### src/rtl/seq_divu_pkg.sv
`default_nettype none
// +-----------------------------------------------------------------------------+
// | seq_divu_pkg : shared ALU select width, divide op code and FSM encodings     |
// | Revision     : 1.0                                                           |
// +-----------------------------------------------------------------------------+
package seq_divu_pkg;

    localparam int ALU_SEL_WIDTH = 4;
    localparam logic [ALU_SEL_WIDTH-1:0] DIV_OP = 4'b1010;

    typedef enum logic [1:0] {
        ST_IDLE = 2'd0,
        ST_CALC = 2'd1,
        ST_FIX  = 2'd2,
        ST_DONE = 2'd3
    } div_state_t;

    function automatic int div_steps(input int width, input int iter_per_cyc);
        return width / iter_per_cyc;
    endfunction

endpackage
`default_nettype wire

### src/rtl/seq_divu_div_step.sv
`default_nettype none
// +-----------------------------------------------------------------------------+
// | div_step : one combinational restoring-division step                         |
// | Revision : 1.0                                                               |
// +-----------------------------------------------------------------------------+
module div_step #(
    parameter int WIDTH = 32
) (
    input  logic [WIDTH-1:0] rem,
    input  logic [WIDTH-1:0] divisor,
    input  logic             dbit,
    output logic [WIDTH-1:0] rem_next,
    output logic             qbit
);

    logic [WIDTH:0] w_shift;

    assign w_shift = {rem, dbit};

    // The compare is WIDTH+1 wide so a zero divisor never borrows and the
    // dividend simply streams into the remainder.
    always_comb begin
        qbit     = (w_shift >= {1'b0, divisor});
        rem_next = qbit ? WIDTH'(w_shift - {1'b0, divisor}) : w_shift[WIDTH-1:0];
    end

endmodule
`default_nettype wire

### src/rtl/seq_divu.sv
`default_nettype none
// +-----------------------------------------------------------------------------+
// | seq_divu : multi-cycle restoring divider (quotient on lo, remainder on hi)   |
// |            optional signed support via `define DIV_SIGNED_EN                 |
// | Revision : 1.0                                                               |
// +-----------------------------------------------------------------------------+
module seq_divu
    import seq_divu_pkg::*;
#(
    parameter int WIDTH        = 32,
    parameter int ITER_PER_CYC = 1
) (
    input  logic             clk,
    input  logic             rst,
    input  logic             start,
    input  logic [WIDTH-1:0] a,
    input  logic [WIDTH-1:0] b,
`ifdef DIV_SIGNED_EN
    input  logic             is_signed,
`endif
    output logic             busy,
    output logic             done,
    output logic             div0,
    output logic [WIDTH-1:0] hi,
    output logic [WIDTH-1:0] lo
);

    localparam int STEPS = div_steps(WIDTH, ITER_PER_CYC);
    localparam int CNT_W = $clog2(STEPS + 1);

    div_state_t       r_state;
    logic [WIDTH-1:0] r_qd;
    logic [WIDTH-1:0] r_rem;
    logic [WIDTH-1:0] r_divisor;
    logic [CNT_W-1:0] r_cnt;
    logic             r_busy;
    logic             r_done;
    logic             r_div0;
    logic [WIDTH-1:0] r_hi;
    logic [WIDTH-1:0] r_lo;

    logic [WIDTH-1:0]                   w_a_mag;
    logic [WIDTH-1:0]                   w_b_mag;
    logic [WIDTH-1:0]                   w_hi_fix;
    logic [WIDTH-1:0]                   w_lo_fix;
    logic                               w_div0;
    logic [ITER_PER_CYC:0][WIDTH-1:0]   w_rem;
    logic [ITER_PER_CYC-1:0]            w_qbit;
    logic [WIDTH-1:0]                   w_qd_next;

    assign w_div0 = (r_divisor == '0);

`ifdef DIV_SIGNED_EN
    logic w_neg_a;
    logic w_neg_b;
    logic r_neg_q;
    logic r_neg_r;

    assign w_neg_a = is_signed & a[WIDTH-1];
    assign w_neg_b = is_signed & b[WIDTH-1];
    assign w_a_mag = w_neg_a ? -a : a;
    assign w_b_mag = w_neg_b ? -b : b;

    // Divide-by-zero keeps the raw all-ones quotient; the remainder sign fix
    // alone restores the original dividend.
    assign w_lo_fix = (r_neg_q && !w_div0) ? -r_qd : r_qd;
    assign w_hi_fix = r_neg_r ? -r_rem : r_rem;

    always_ff @(posedge clk or negedge rst) begin
        if (!rst) begin
            r_neg_q <= 1'b0;
            r_neg_r <= 1'b0;
        end else if (r_state == ST_IDLE && start) begin
            r_neg_q <= w_neg_a ^ w_neg_b;
            r_neg_r <= w_neg_a;
        end
    end
`else
    assign w_a_mag  = a;
    assign w_b_mag  = b;
    assign w_lo_fix = r_qd;
    assign w_hi_fix = r_rem;
`endif

    // r_qd shifts dividend bits out of the top while quotient bits enter below.
    assign w_rem[0] = r_rem;

    generate
        for (genvar gi = 0; gi < ITER_PER_CYC; gi++) begin : g_step
            div_step #(
                .WIDTH(WIDTH)
            ) u_div_step (
                .rem      (w_rem[gi]),
                .divisor  (r_divisor),
                .dbit     (r_qd[WIDTH-1-gi]),
                .rem_next (w_rem[gi+1]),
                .qbit     (w_qbit[ITER_PER_CYC-1-gi])
            );
        end
    endgenerate

    assign w_qd_next = {r_qd[WIDTH-1-ITER_PER_CYC:0], w_qbit};

    always_ff @(posedge clk or negedge rst) begin
        if (!rst) begin
            r_state   <= ST_IDLE;
            r_qd      <= '0;
            r_rem     <= '0;
            r_divisor <= '0;
            r_cnt     <= '0;
            r_busy    <= 1'b0;
            r_done    <= 1'b0;
            r_div0    <= 1'b0;
            r_hi      <= '0;
            r_lo      <= '0;
        end else begin
            r_done <= 1'b0;
            case (r_state)
                ST_IDLE: begin
                    if (start) begin
                        r_qd      <= w_a_mag;
                        r_divisor <= w_b_mag;
                        r_rem     <= '0;
                        r_cnt     <= '0;
                        r_busy    <= 1'b1;
                        r_state   <= ST_CALC;
                    end
                end
                ST_CALC: begin
                    r_qd  <= w_qd_next;
                    r_rem <= w_rem[ITER_PER_CYC];
                    r_cnt <= r_cnt + 1'b1;
                    if (r_cnt == CNT_W'(STEPS - 1)) begin
                        r_state <= ST_FIX;
                    end
                end
                ST_FIX: begin
                    r_hi    <= w_hi_fix;
                    r_lo    <= w_lo_fix;
                    r_div0  <= w_div0;
                    r_busy  <= 1'b0;
                    r_done  <= 1'b1;
                    r_state <= ST_DONE;
                end
                ST_DONE: begin
                    r_state <= ST_IDLE;
                end
                default: begin
                    r_state <= ST_IDLE;
                end
            endcase
        end
    end

    assign busy = r_busy;
    assign done = r_done;
    assign div0 = r_div0;
    assign hi   = r_hi;
    assign lo   = r_lo;

endmodule
`default_nettype wire

### config.mk
export PLATFORM = sky130hd
export DESIGN_NAME = seq_divu
export DESIGN_NICKNAME = d
export VERILOG_FILES = /design/src/rtl/seq_divu_pkg.sv /design/src/rtl/seq_divu_div_step.sv /design/src/rtl/seq_divu.sv
export SDC_FILE = /design/constraint.sdc
export NUM_CORES = 1
export LEC_CHECK = 0
export BUFFER_PORTS_ARGS = -buffer_cell sky130_fd_sc_hd__buf_2
export CORE_ASPECT_RATIO = 1.4
export CORE_MARGIN = 10
export CORE_UTILIZATION = 37
export DETAILED_ROUTE_END_ITERATION = 16
export GPL_ROUTABILITY_DRIVEN = 0
export PLACE_DENSITY = 0.6
export SYNTH_ARGS = -nofsm -noshare
export SYNTH_HDL_FRONTEND = slang
export SYNTH_SLANG_ARGS = --single-unit
### constraint.sdc
create_clock -name clk -period 9.15 [get_ports clk]
set_input_delay 1.3725 -clock clk [delete_from_list [all_inputs] [get_ports clk]]
set_output_delay 1.3725 -clock clk [all_outputs]
set_load 0.01 [all_outputs]
==> results.yml, run 1 <==
setup_path:
  r2r_cells: 11
  crit_path_start_kind: "register"
  cp_max_fo: 28
  required_ns: 9.41
  crit_type: "register to register"
  setup.worst_path.end_class: "register"
  arrival_ns: 3.74
routing:
  via_count: 6455
  drtPass1Iterations: 4
  routed_via_density: 5.13
  wirelength_um: 22500
  antenna_left: 0
  drtIter0Drc: 246
  wl_per_cell_um: 17.9
  drt_drc_violations_left: 0
logic_synthesis:
  ys_ff_latch: 171
  synthDistinctLibCells: 57
  synth_nets: 926
  yosys_most_used_dff: "dfrtp_1"
  yosysSeqAreaShare: 0.481
  synth-edff-count: 0
  synth_area_mm2: 0.00889
  syn_avg_cell_area_um2: 10.8
  synthCells: 822
  synth_top_area_share: 0.481
  yosys-top-cells-area: "dfrtp_1 48%, mux2_2 12%, mux2i_1 6.2%, ha_1 5.1%, o21ai_0 4.6%"
  yosysWarnings: 0
  async_reset_ff_frac: 1.00
  yosysTopAreaCell: "dfrtp_1"
clocking:
  cts_buffers: 17
  clock_sinks: 171
  clkLatencyLatePin_ns: 0.43
  htree_levels: 4
  holdBufCountCts: 0
  clkTransAtPathRegs_ns: 0.06
  cts_tree: "built"
  cts_buffer_depth: 2
  ctsResizeCount: 0
  post_cts_buffers: 0
  clk_root_buffer_cell: "clkbuf_16"
global_routing:
  use_met1: 0.174
  grt_use_met2: 0.267
  grt-ovfl-total: 0
  grt_antenna_before_repair: 0
  grtUsageTotal: 0.150
  grt_pass1_wl_um: 36600
  grt_max_degree: 99
  gr-usage-met3: 0.0342
  grt_pass1_vias: 6836
  grt_busiest_layer: "met2"
status:
  status: "complete, no violations"
power_and_ir_drop:
  irDropWorstVdd_mv: 0.242
  power_uw: 4280
  power.density_mw_per_mm2: 410
  leakagePower_uw: 0.00504
timing:
  setup_viol: 0
  worst_slack_ns: 5.67
  tightest_slew_ns: 1.15
  fin_crit_ns: 3.48
  fin_worst_skew_ns: 0.0180
  rsz0062_at_grt: "false"
  fmax_mhz: 288
  max_slew_margin: 0.234
  hold_violations: 0
  finalSetupTns_ns: 0
  slew_violations: 0
  fin_crit_sh: 0.380
job:
  cap_violations: 0
min_path:
  hold_depth: 1
  hp-class: "register to register"
layout:
  finish.instance_area_mm2: 0.0104
  nets: 1040
  post-route-util: 0.439
  syn_to_final_growth_pct: 17.4
  num_antenna_cells: 0
  mostFrequentLayoutCell: "dfrtp_1"
  final_cell_mix: "171 x dfrtp_1, 132 x buf_2, 97 x mux2_2"
  layout-drive-gt1-share: 0.291
place:
  dpl_worst_slack_ns: 5.72
  placed_cell_area_mm2: 0.00982
  dp_hpwl_um: 16300
  numPortBuffers: 133
floorplanning:
  io_pins: 134
  start_util: 0.373
  die_y_um: 203
  die_area_mm2: 0.0307
  rows: 67
  core_area_mm2: 0.0238
  die_x_um: 151
[layer usage]
| metal | vias to the layer above | wire length [µm] | part of all wire |
|---|---|---|---|
| met4 | 0 | 365 | 0.016 |
| met5 | - | 0 | 0 |
| met3 | 20 | 908 | 0.040 |
| met1 | 3190 | 9260 | 0.41 |
| li1 | 3143 | - | - |
| met2 | 102 | 12000 | 0.53 |
[worst max-delay path, stage by stage, from the launching register on]
cell	delay (ns)
dfrtp_1	0.39
inv_1	0.09
ha_1	0.29
nor2b_2	0.15
o2111ai_1	0.16
a211oi_2	0.37
o2111ai_1	0.19
a211oi_2	0.30
nor3_2	0.15
nor2_4	0.84
mux2i_1	0.29
o21ai_0	0.09
[final timing paths]
kind	slack, ns	start	to
max	5.67	r_divisor[1]	r_rem[6]
min	0.50	hi[25]	hi[25]
max reg2reg	5.67	r_divisor[1]	r_rem[6]
min reg2reg	0.50	hi[25]	hi[25]
max in group asynchronous	6.91	rst	hi[14]
min in group asynchronous	0.96	rst	hi[21]
[final cells by class]
type	instances	area, µm²
fill	2337	13400
multi-input combinational	567	4300
sequential	171	4280
timing repair buffer	136	694
clock buffer	20	457
tap	310	388
inverter	43	161
clock inverter	12	160
[cells by family (layout without fill, tap and decap cells)]
group | count (synthesis) | after routing | share of synthesized area
DFF | 171 | 171 | 0.481
adders and majority gates | 37 | 37 | 0.0529
muxes | 152 | 152 | 0.185
xor gates and xnor gates | 30 | 30 | 0.0296
buffers and inverters | 84 | 211 | 0.0374
and+or+nand+nor | 161 | 161 | 0.0847
AOI/OAI and AO/OA | 187 | 187 | 0.129
[synth_stat cells (3+ instances only)]
library cell and instances:
dfrtp_1 171, mux2_2 97, nand2_1 82, o21ai_0 81, mux2i_1 55, inv_1 43
ha_1 36, a21oi_1 35, clkbuf_1 30, nor2_1 23, a21o_1 22, xnor2_1 16
xor2_1 14, nand4_1 11, o21a_1 9, nor3_1 7, nor4_1 7, buf_1 6
nand3_1 6, a22o_1 4, and2_1 4, o211ai_1 4, a211oi_1 3, a31o_2 3
a32o_1 3, nand2b_1 3, nor2b_1 3, o31a_1 3, or3_1 3
[power breakdown]
| part | internal [µW] | switching (µW) | total [µW] | leakage (µW) |
|---|---|---|---|---|
| Clock | 447 | 307 | 754 | 0.000290 |
| Combinational | 957 | 1210 | 2160 | 0.00259 |
| Sequential | 1100 | 257 | 1360 | 0.00217 |
[registers in the layout (all words and copies together), names as in the netlist, 2 cells and up]
register   cells
hi            32
lo            32
r_divisor     32
r_qd          32
r_rem         32
r_cnt          6
r_state        2
[metrics by stage]
step / instances / hold WS, ns
4_1_cts: 1259 / 0.505
6_report: 1259 / 0.499
3_5_place_dp: 1227 / 0.491
3_3_place_gp: 1227 / 0.483
2_1_floorplan: 822 / 0.466
5_1_grt: 1259 / 0.514
No activity file was read; power rests on OpenSTA's default activity.
==> run 2: changes to the inputs <==
Settings changed: PLACE_DENSITY 0.6 to 0.62.
Clock period 9.15 ns to 3.12 ns, I/O delays scaled along.
==> results.yml, run 2 (same netlist as run 1, synthesis figures left out) <==
timing:
  tightest_slew_ns: 0.970
  fin_crit_sh: 0.953
  hold_ws_ns: 0.0529
  finalSetupTns_ns: 0
  worst_slack_ns: 0.147
  max_slew_margin: 0.353
  fin_crit_ns: 2.97
  fin_worst_skew_ns: 0.0124
  fmax_mhz: 336
  hold_violations: 0
  rsz0062_at_grt: "true"
  setup_viol: 0
  slew_violations: 0
layout:
  layout-drive-gt1-share: 0.323
  mostFrequentLayoutCell: "dfrtp_1"
  nets: 1078
  num_antenna_cells: 0
  final_cell_mix: "171 x dfrtp_1, 132 x buf_2, 97 x mux2_2"
  syn_to_final_growth_pct: 21.0
routing:
  via_count: 6713
  drtIter0Drc: 254
  antenna_left: 0
  drt_drc_violations_left: 0
  drtPass1Iterations: 4
  wirelength_um: 23300
  wl_per_cell_um: 18.0
  routed_via_density: 5.18
clocking:
  clk_root_buffer_cell: "clkbuf_16"
  htree_levels: 4
  clkLatencyLatePin_ns: 0.44
  clkTransAtPathRegs_ns: 0.07
  cts_buffer_depth: 2
  cts_buffers: 17
  clock_sinks: 171
  cts_tree: "built"
global_routing:
  grt_max_degree: 70
  grt_antenna_before_repair: 0
  grt-ovfl-total: 0
  grtUsageTotal: 0.155
  grt_pass1_vias: 7263
  grt_pass1_wl_um: 37900
setup_path:
  crit_type: "register to register"
  critPathBufInv: 2
  setup.worst_path.end_class: "register"
  critPathTopFamily: "compound AO/OA/AOI/OAI gates"
  r2r-end: "r_rem[30]"
  worstPathCellList: "inv_1 > ha_1 > nor2b_4 > o2111ai_2 > a211oi_2 > o2111ai_1 > a211oi_2 > nor3_4 > or2_4 > buf_4 > a32o_1 > a31o_2"
  rrSetupSlack_ns: 0.15
  arrival_ns: 3.30
  crit_path_start_kind: "register"
  max_stage_delay_ns: 0.36
  required_ns: 3.45
  cp_slowest_cell: "a211oi_2"
  cp_max_fo: 5
  path_common_cell: "a211oi_2"
  r2r-start: "r_divisor[1]"
  r2r_cells: 12
power_and_ir_drop:
  leakagePower_uw: 0.00521
  power.density_mw_per_mm2: 1200
  irDropWorstVdd_mv: 0.530
place:
  dpl_worst_slack_ns: 0.0779
  numPortBuffers: 133
  dp_hpwl_um: 17400
floorplanning:
  io_pins: 134
  die_area_mm2: 0.0307
  core_area_mm2: 0.0238
  rows: 67
  die_y_um: 203
  die_x_um: 151
  start_util: 0.373
min_path:
  hp-class: "input port to async pin"
status:
  status: "complete, no violations"
job:
  cap_violations: 0
[run 2: how the worst max path moves through the flow]
stage / from / end / slack, ns / depth (start not counted)
floorplan: r_divisor[1] / r_rem[31] / 0.26 / 12
global placement: r_divisor[1] / r_rem[30] / 0.13 / 12
detailed placement: r_divisor[1] / r_rem[30] / 0.08 / 12
CTS: r_divisor[1] / r_rem[30] / 0.06 / 12
global route: r_divisor[21] / r_rem[30] / -0.05 / 12
finish: r_divisor[1] / r_rem[30] / 0.15 / 12
[run 2: per-layer routing]
layer  track usage  part of all wire  vias up
li1              -                 -     3235
met1         0.176              0.40     3312
met2         0.277              0.53      134
met3        0.0308             0.040       32
met4        0.0617             0.029        0
met5             0                 0        -
[run 2: timing repair]
action / CTS / global route
endpoints found under the setup margin: 0 / 29
gates resized for setup: 0 / 11
buffers inserted: 0 / 4
hold buffers: 0 / 0
[run 2: layout make-up]
cell class,count,area [µm²]
inverter,43,161
sequential,171,4280
fill,2300,13100
timing repair buffer,174,1020
clock inverter,11,111
multi-input combinational,567,4350
clock buffer,21,450
tap,310,388
[run 2: power by group]
| group | total [µW] | leakage, µW | internal, µW | switching [µW] |
|---|---|---|---|---|
| Combinational | 6970 | 0.00279 | 3200 | 3770 |
| Sequential | 3940 | 0.00217 | 3230 | 712 |
| Clock | 2040 | 0.000257 | 1130 | 911 |
[run 2: metrics by stage]
| stage | util | instances | power (µW) | cell area, µm² |
|---|---|---|---|---|
| 6_report | 0.452 | 1297 | 13000 | 10800 |
| 5_1_grt | 0.452 | 1297 | 14000 | 10800 |
| 4_1_cts | 0.448 | 1293 | 13000 | 10700 |
| 3_5_place_dp | 0.425 | 1261 | 10900 | 10100 |
| 3_3_place_gp | 0.425 | 1261 | 10800 | 10100 |
| 2_1_floorplan | - | 822 | 8620 | 8890 |
